### src/rtl/uart_tx_fifo.sv
// uart_tx_fifo: UART transmitter fed by a small write FIFO.
//   clk_uart    : single clock, rising edge
//   rst         : synchronous reset, active low
//   baud_div    : bit period = baud_div+1 clocks (latched per frame)
//   data_bits   : 0..3 -> 5..8 data bits (capped at DATA_W)
//   parity_mode : 0 none, 1 even, 2 odd, 3 mark
//   stop2       : 1 -> two stop bits
//   break_en    : hold the line low while idle
//   tx_data/tx_valid/tx_ready : FIFO write handshake
//   tx          : serial line, idle high
//   tx_busy     : frame in progress
//   tx_done     : one-cycle pulse at the end of each frame
//   fifo_level  : FIFO occupancy
module uart_tx_fifo #(
  parameter int DATA_W     = 8,
  parameter int FIFO_DEPTH = 8,
  parameter int DIV_W      = 16
) (
  input  logic                            clk_uart,
  input  logic                            rst,
  input  logic [DIV_W-1:0]                baud_div,
  input  logic [1:0]                      data_bits,
  input  logic [1:0]                      parity_mode,
  input  logic                            stop2,
  input  logic                            break_en,
  input  logic [DATA_W-1:0]               tx_data,
  input  logic                            tx_valid,
  output logic                            tx_ready,
  output logic                            tx,
  output logic                            tx_busy,
  output logic                            tx_done,
  output logic [$clog2(FIFO_DEPTH):0]     fifo_level
);

  localparam int AW = $clog2(FIFO_DEPTH);
  localparam int LW = AW + 1;

  typedef enum logic [2:0] {IDLE, START, DATA, PARITY, STOP} state_t;

  logic [DATA_W-1:0] mem [FIFO_DEPTH];
  logic [AW-1:0]     wptr_q, rptr_q;
  logic [LW-1:0]     level_q;
  logic              rdy_en_q;
  logic              push, launch, empty, full;

  state_t            state_q, state_n;
  logic [DIV_W-1:0]  cnt_q, cnt_n, lat_div_q, lat_div_n;
  logic [DIV_W-1:0]  hold_cnt_q, hold_cnt_n;
  logic              hold_act_q, hold_act_n;
  logic [3:0]        idx_q, idx_n, lat_n_q, lat_n_n, req_bits;
  logic [DATA_W-1:0] shreg_q, shreg_n;
  logic              par_q, par_n, par_bit;
  logic [1:0]        lat_par_q, lat_par_n;
  logic              lat_stop2_q, lat_stop2_n, stop_q, stop_n;
  logic              tx_q, tx_n, done_q, done_n, tick;

  assign empty      = (level_q == '0);
  assign full       = (level_q == LW'(FIFO_DEPTH));
  // rdy_en_q delays ready to the first edge after reset release
  assign tx_ready   = !full && rst && rdy_en_q;
  assign push       = tx_valid && tx_ready;
  assign fifo_level = level_q;
  assign tx         = tx_q;
  assign tx_done    = done_q;
  assign tx_busy    = (state_q != IDLE);
  assign tick       = (cnt_q == '0);
  assign req_bits   = 4'(data_bits) + 4'd5;
  assign par_bit    = (lat_par_q == 2'd1) ? par_q :
                      (lat_par_q == 2'd2) ? ~par_q : 1'b1;

  always_ff @(posedge clk_uart) begin
    if (push) mem[wptr_q] <= tx_data;
  end

  always_comb begin
    state_n     = state_q;
    cnt_n       = cnt_q;
    idx_n       = idx_q;
    shreg_n     = shreg_q;
    par_n       = par_q;
    tx_n        = tx_q;
    done_n      = 1'b0;
    stop_n      = stop_q;
    hold_act_n  = hold_act_q;
    hold_cnt_n  = hold_cnt_q;
    lat_div_n   = lat_div_q;
    lat_n_n     = lat_n_q;
    lat_par_n   = lat_par_q;
    lat_stop2_n = lat_stop2_q;
    launch      = 1'b0;
    case (state_q)
      IDLE: begin
        if (break_en) begin
          tx_n       = 1'b0;
          hold_act_n = 1'b1;
          hold_cnt_n = baud_div;
        end else begin
          tx_n = 1'b1;
          // after a break the line must idle for one full bit period
          if (hold_act_q) begin
            if (hold_cnt_q == '0) hold_act_n = 1'b0;
            else                  hold_cnt_n = hold_cnt_q - DIV_W'(1);
          end else if (!empty) begin
            launch = 1'b1;
          end
        end
      end
      START: begin
        if (tick) begin
          state_n = DATA;
          cnt_n   = lat_div_q;
          tx_n    = shreg_q[0];
          par_n   = par_q ^ shreg_q[0];
          shreg_n = shreg_q >> 1;
          idx_n   = '0;
        end else cnt_n = cnt_q - DIV_W'(1);
      end
      DATA: begin
        if (tick) begin
          cnt_n = lat_div_q;
          if (idx_q == lat_n_q - 4'd1) begin
            if (lat_par_q != 2'd0) begin
              state_n = PARITY;
              tx_n    = par_bit;
            end else begin
              state_n = STOP;
              tx_n    = 1'b1;
              stop_n  = 1'b0;
            end
          end else begin
            idx_n   = idx_q + 4'd1;
            tx_n    = shreg_q[0];
            par_n   = par_q ^ shreg_q[0];
            shreg_n = shreg_q >> 1;
          end
        end else cnt_n = cnt_q - DIV_W'(1);
      end
      PARITY: begin
        if (tick) begin
          state_n = STOP;
          cnt_n   = lat_div_q;
          tx_n    = 1'b1;
          stop_n  = 1'b0;
        end else cnt_n = cnt_q - DIV_W'(1);
      end
      STOP: begin
        if (tick) begin
          if (lat_stop2_q && !stop_q) begin
            stop_n = 1'b1;
            cnt_n  = lat_div_q;
          end else begin
            done_n  = 1'b1;
            state_n = IDLE;
            tx_n    = 1'b1;
            if (!empty && !break_en) launch = 1'b1;
          end
        end else cnt_n = cnt_q - DIV_W'(1);
      end
      default: state_n = IDLE;
    endcase
    // frame launch shared by IDLE and back-to-back STOP exits
    if (launch) begin
      state_n     = START;
      tx_n        = 1'b0;
      cnt_n       = baud_div;
      lat_div_n   = baud_div;
      lat_n_n     = (req_bits > 4'(DATA_W)) ? 4'(DATA_W) : req_bits;
      lat_par_n   = parity_mode;
      lat_stop2_n = stop2;
      shreg_n     = mem[rptr_q];
      par_n       = 1'b0;
      idx_n       = '0;
      stop_n      = 1'b0;
    end
  end

  always_ff @(posedge clk_uart) begin
    if (!rst) begin
      wptr_q      <= '0;
      rptr_q      <= '0;
      level_q     <= '0;
      rdy_en_q    <= 1'b0;
      state_q     <= IDLE;
      cnt_q       <= '0;
      idx_q       <= '0;
      shreg_q     <= '0;
      par_q       <= 1'b0;
      tx_q        <= 1'b1;
      done_q      <= 1'b0;
      stop_q      <= 1'b0;
      hold_act_q  <= 1'b0;
      hold_cnt_q  <= '0;
      lat_div_q   <= '0;
      lat_n_q     <= '0;
      lat_par_q   <= '0;
      lat_stop2_q <= 1'b0;
    end else begin
      rdy_en_q    <= 1'b1;
      if (push)   wptr_q <= wptr_q + AW'(1);
      if (launch) rptr_q <= rptr_q + AW'(1);
      if (push && !launch)      level_q <= level_q + LW'(1);
      else if (!push && launch) level_q <= level_q - LW'(1);
      state_q     <= state_n;
      cnt_q       <= cnt_n;
      idx_q       <= idx_n;
      shreg_q     <= shreg_n;
      par_q       <= par_n;
      tx_q        <= tx_n;
      done_q      <= done_n;
      stop_q      <= stop_n;
      hold_act_q  <= hold_act_n;
      hold_cnt_q  <= hold_cnt_n;
      lat_div_q   <= lat_div_n;
      lat_n_q     <= lat_n_n;
      lat_par_q   <= lat_par_n;
      lat_stop2_q <= lat_stop2_n;
    end
  end

endmodule

### config.mk
export PLATFORM = sky130hd
export DESIGN_NAME = uart_tx_fifo
export DESIGN_NICKNAME = d
export VERILOG_FILES = /design/src/rtl/uart_tx_fifo.sv
export SDC_FILE = /design/constraint.sdc
export NUM_CORES = 1
export LEC_CHECK = 0
export ABC_AREA = 1
export CORE_ASPECT_RATIO = 1.1
export CORE_UTILIZATION = 50
export CTS_BUF_LIST = sky130_fd_sc_hd__clkbuf_2 sky130_fd_sc_hd__clkbuf_4 sky130_fd_sc_hd__clkbuf_8
export CTS_CLUSTER_SIZE = 20
export DETAILED_ROUTE_END_ITERATION = 10
export PLACE_DENSITY = 0.68
export SYNTH_ARGS = -nofsm -noshare
export SYNTH_HDL_FRONTEND = slang
export SYNTH_SLANG_ARGS = --single-unit
### constraint.sdc
create_clock -name clk_uart -period 7.1 [get_ports clk_uart]
set_input_delay 1.42 -clock clk_uart [delete_from_list [all_inputs] [get_ports clk_uart]]
set_output_delay 1.42 -clock clk_uart [all_outputs]
set_load 0.05 [all_outputs]
==> run_summary.xml <==
<?xml version="1.0" encoding="UTF-8"?>
<metrics>
  <group name="yosys">
    <metric name="synthesized_netlist_cell_count" unit="">1020</metric>
    <metric name="post_synthesis_sequential_area_ratio" unit="%">47.8</metric>
    <metric name="syn_area_per_cell" unit="um2">7.60</metric>
    <metric name="async_reset_ff_share" unit="%">0</metric>
    <metric name="syn-cell-area" unit="um2">7750</metric>
    <metric name="synth_cell_type_count" unit="">46</metric>
    <metric name="yosysWarnings" unit="">0</metric>
    <metric name="ys.flop_type" unit="">sky130_fd_sc_hd__dfxtp_1</metric>
    <metric name="number_of_enable_type_register_cells_in_the_synthesized_netlist" unit="">64</metric>
    <metric name="number_of_nets_produced_by_synthesis" unit="">1065</metric>
    <metric name="ys_seq_elements" unit="">153</metric>
  </group>
  <group name="clock_network">
    <metric name="ctsHtreeMaxLevel" unit="">4</metric>
    <metric name="ctsHoldBuffers" unit="">0</metric>
    <metric name="worst_skew_pair.late_latency" unit="ns">0.46</metric>
    <metric name="tritoncts_clock_tree" unit="">done</metric>
    <metric name="cts_buffer_depth" unit="">2</metric>
    <metric name="post_cts.repair.setup_buffers" unit="">0</metric>
    <metric name="path_clk_slew" unit="ns">0.08</metric>
    <metric name="cts-resized-gates" unit="">0</metric>
    <metric name="clock_sinks" unit="">153</metric>
    <metric name="cts-buffers-inserted" unit="">17</metric>
    <metric name="cts-root-buf" unit="">sky130_fd_sc_hd__clkbuf_8</metric>
  </group>
  <group name="worst_setup_path">
    <metric name="timing.setup.critical_path_class" unit="">in -&gt; out</metric>
    <metric name="worst_path_largest_cell_delay" unit="ns">0.84</metric>
    <metric name="data_arrival_time_of_the_worst_path" unit="ns">3.37</metric>
    <metric name="critical_path.top_delay_family" unit="">buffers and inverters</metric>
    <metric name="critical_path_required" unit="ns">5.68</metric>
    <metric name="cp_common_cell" unit="">sky130_fd_sc_hd__clkdlybuf4s50_1</metric>
    <metric name="crit_buf_inv" unit="">3</metric>
    <metric name="cp-start-kind" unit="">input port</metric>
    <metric name="critical_path.endpoint_type" unit="">output pin</metric>
    <metric name="worstPathMaxFanout" unit="">37</metric>
    <metric name="critical_path.cell_chain" unit="">clkdlybuf4s50_1 &gt; buf_4 &gt; nand2_1 &gt; a31oi_1 &gt; clkdlybuf4s50_1</metric>
    <metric name="crit_slowest_cell" unit="">sky130_fd_sc_hd__clkdlybuf4s50_1</metric>
  </group>
  <group name="detailed_routing">
    <metric name="post_detailed_route_count_of_antenna_violating_nets" unit="">0</metric>
    <metric name="vias" unit="">6492</metric>
    <metric name="drt-vias-per-instance" unit="">5.16</metric>
    <metric name="drt_first_pass_iters" unit="">5</metric>
    <metric name="drtIter0Drc" unit="">433</metric>
    <metric name="drt_wl_total" unit="mm">17.6</metric>
    <metric name="drt-wirelength-per-cell" unit="um">14.0</metric>
    <metric name="drc_violation_count_after_routing" unit="">0</metric>
  </group>
  <group name="flow_run">
    <metric name="max-cap-violations" unit="">0</metric>
  </group>
  <group name="timing">
    <metric name="unrepaired_setup_endpoints_after_global_routing" unit="">false</metric>
    <metric name="final.setup.worst_slack" unit="ns">2.31</metric>
    <metric name="min_period" unit="ns">4.79</metric>
    <metric name="timing.final.crit_share" unit="%">67.5</metric>
    <metric name="timing.slew.headroom" unit="%">34.7</metric>
    <metric name="setup_clock_skew_after_layout" unit="ns">0.00879</metric>
    <metric name="final_max_slew_viol_count" unit="">0</metric>
    <metric name="worstMarginPinSlew" unit="ns">0.976</metric>
    <metric name="timing.final.hold_violations" unit="">0</metric>
    <metric name="finalSetupViolations" unit="">0</metric>
    <metric name="max_clock_freq" unit="GHz">0.209</metric>
    <metric name="fin_tns_setup" unit="ns">0</metric>
  </group>
  <group name="floorplan">
    <metric name="die-width" unit="um">121</metric>
    <metric name="pin_count" unit="">41</metric>
    <metric name="dieArea" unit="um2">16000</metric>
    <metric name="row_count" unit="">47</metric>
    <metric name="die-height" unit="um">133</metric>
    <metric name="initial_utilization" unit="%">51.3</metric>
    <metric name="design.core.area" unit="um2">15100</metric>
  </group>
  <group name="global_routing">
    <metric name="first_global_vias" unit="">5846</metric>
    <metric name="grt_max_degree" unit="">38</metric>
    <metric name="gr-total-overflow" unit="">0</metric>
    <metric name="antenna_found_initial" unit="">0</metric>
    <metric name="grt_pass1_wl" unit="mm">28.7</metric>
    <metric name="groute.usage.overall" unit="%">23.0</metric>
  </group>
  <group name="final_layout">
    <metric name="insertedDiodeCount" unit="">0</metric>
    <metric name="area_delta_synth_final" unit="%">11.2</metric>
    <metric name="final_common_cell" unit="">sky130_fd_sc_hd__nand2_1</metric>
    <metric name="drive_above_1_share" unit="%">6.40</metric>
    <metric name="most-common-layout-cells" unit="">317 x sky130_fd_sc_hd__nand2_1, 129 x sky130_fd_sc_hd__nor2_1, 95 x sky130_fd_sc_hd__nand3_1</metric>
    <metric name="final_net_count" unit="">1094</metric>
  </group>
  <group name="placed_design">
    <metric name="port_buffers" unit="">40</metric>
    <metric name="globalplace.congestion" unit="">0.820</metric>
    <metric name="dpl_worst_slack" unit="ns">2.21</metric>
    <metric name="dpl.hpwl" unit="mm">12.3</metric>
  </group>
  <group name="power">
    <metric name="cellLeakagePower" unit="nW">3.64</metric>
    <metric name="vdd.ir_drop.worst" unit="V">0.000190</metric>
    <metric name="power_density_cells" unit="nW/um2">422</metric>
  </group>
  <group name="worst_hold_path">
    <metric name="hold_class" unit="">reg -&gt; reg</metric>
  </group>
  <group name="run_status">
    <metric name="status" unit="">complete, no violations</metric>
  </group>
</metrics>
## state kept, by name, indices dropped and copies added (netlist names), 2 cells and up, named ones only
| name | count |
|---|---|
| rptr_q | 3 |
| wptr_q | 3 |
| fifo_level | 4 |
| lat_n_q | 4 |
| idx_q | 4 |
| shreg_q | 8 |
| lat_par_q | 2 |
| lat_div_q | 16 |
| mem | 64 |
| hold_cnt_q | 16 |
| cnt_q | 16 |
| state_q | 3 |
## worst min-delay path, delay by kind of cell, from the launching register on
family / cells / cell delay (ns)
AOI/OAI and AO/OA: 1 / 0.05
DFF: 1 / 0.32
and+or+nand+nor: 1 / 0.06
## cell families (layout without fill, tap and decap cells)
kind of cell	Yosys count	count (layout)	synth area share [%]
xor gates and xnor gates	17	17	1.92
and+or+nand+nor	582	582	32.4
DFF	153	153	47.8
adders and majority gates	12	12	2.03
buffers and inverters	119	161	6.25
AOI/OAI and AO/OA	137	137	9.56
## cells in the mapped netlist (3+ instances only)
library cell	n	area share, %
sky130_fd_sc_hd__xor2_1	12	1.4
sky130_fd_sc_hd__buf_1	3	0.15
sky130_fd_sc_hd__nand2_2	4	0.32
sky130_fd_sc_hd__nand3_1	95	6.1
sky130_fd_sc_hd__o21ai_1	7	0.45
sky130_fd_sc_hd__nor2_1	129	6.2
sky130_fd_sc_hd__ha_1	11	1.8
sky130_fd_sc_hd__xnor2_1	5	0.57
sky130_fd_sc_hd__nand2_4	6	0.87
sky130_fd_sc_hd__a21oi_1	60	3.9
sky130_fd_sc_hd__nor3_1	3	0.19
sky130_fd_sc_hd__inv_1	80	3.9
sky130_fd_sc_hd__a21oi_2	5	0.57
sky130_fd_sc_hd__edfxtp_1	64	25
sky130_fd_sc_hd__nor2_4	5	0.73
sky130_fd_sc_hd__dfxtp_1	89	23
sky130_fd_sc_hd__o22ai_1	5	0.40
sky130_fd_sc_hd__nand4_1	11	0.89
sky130_fd_sc_hd__o21ai_0	51	3.3
sky130_fd_sc_hd__buf_2	9	0.58
sky130_fd_sc_hd__clkbuf_1	17	0.82
sky130_fd_sc_hd__nand2_1	317	15
## routing by layer
layer | up-vias | wire, um | part of all wire [%] | global-route usage (%)
met2 | 138 | 8620 | 49 | 39.1
met3 | 19 | 778 | 4.4 | 4.09
met4 | 0 | 280 | 1.6 | 7.82
li1 | 3397 | - | - | -
met1 | 2938 | 7960 | 45 | 29.4
met5 | - | 0 | 0 | 0
## report_power, final
group          total (W)  leakage [nW]  internal [W]  switching, W
sequential       0.00121          1.31       0.00107      0.000141
combinational    0.00181          2.16      0.000598       0.00122
clock           0.000606         0.178      0.000254      0.000352
## final timing paths
check / start / endpoint / slack [ns] / depth (start not counted)
max: rst / tx_ready / 2.31 / 5
min: lat_div_q[1] / lat_div_q[1] / 0.47 / 2
max reg2reg: cnt_q[0] / fifo_level[3] / 4.14 / 18
min reg2reg: lat_div_q[1] / lat_div_q[1] / 0.47 / 2
## metrics by stage
step           cell area [um2]  instances  utilization, %  hold WS [ns]  power [W]
6_report                  8610       1258            57.0         0.466    0.00363
5_1_grt                   8610       1258            57.0         0.484    0.00395
4_1_cts                   8610       1258            57.0         0.468    0.00365
3_5_place_dp              8260       1226            54.6         0.455    0.00304
3_3_place_gp              8260       1226            54.6         0.448    0.00302
2_1_floorplan             7750       1020               -         0.437    0.00267
## final cells by class
class / instances / area (um2)
fillers: 1435 / 6500
clock inverters: 14 / 114
repair buffers: 43 / 423
clock buffers: 18 / 241
well taps: 196 / 245
multi-input cells: 748 / 3560
flip-flops and latches: 153 / 3700
inverters: 86 / 327
(Power assumes the default switching activity.)
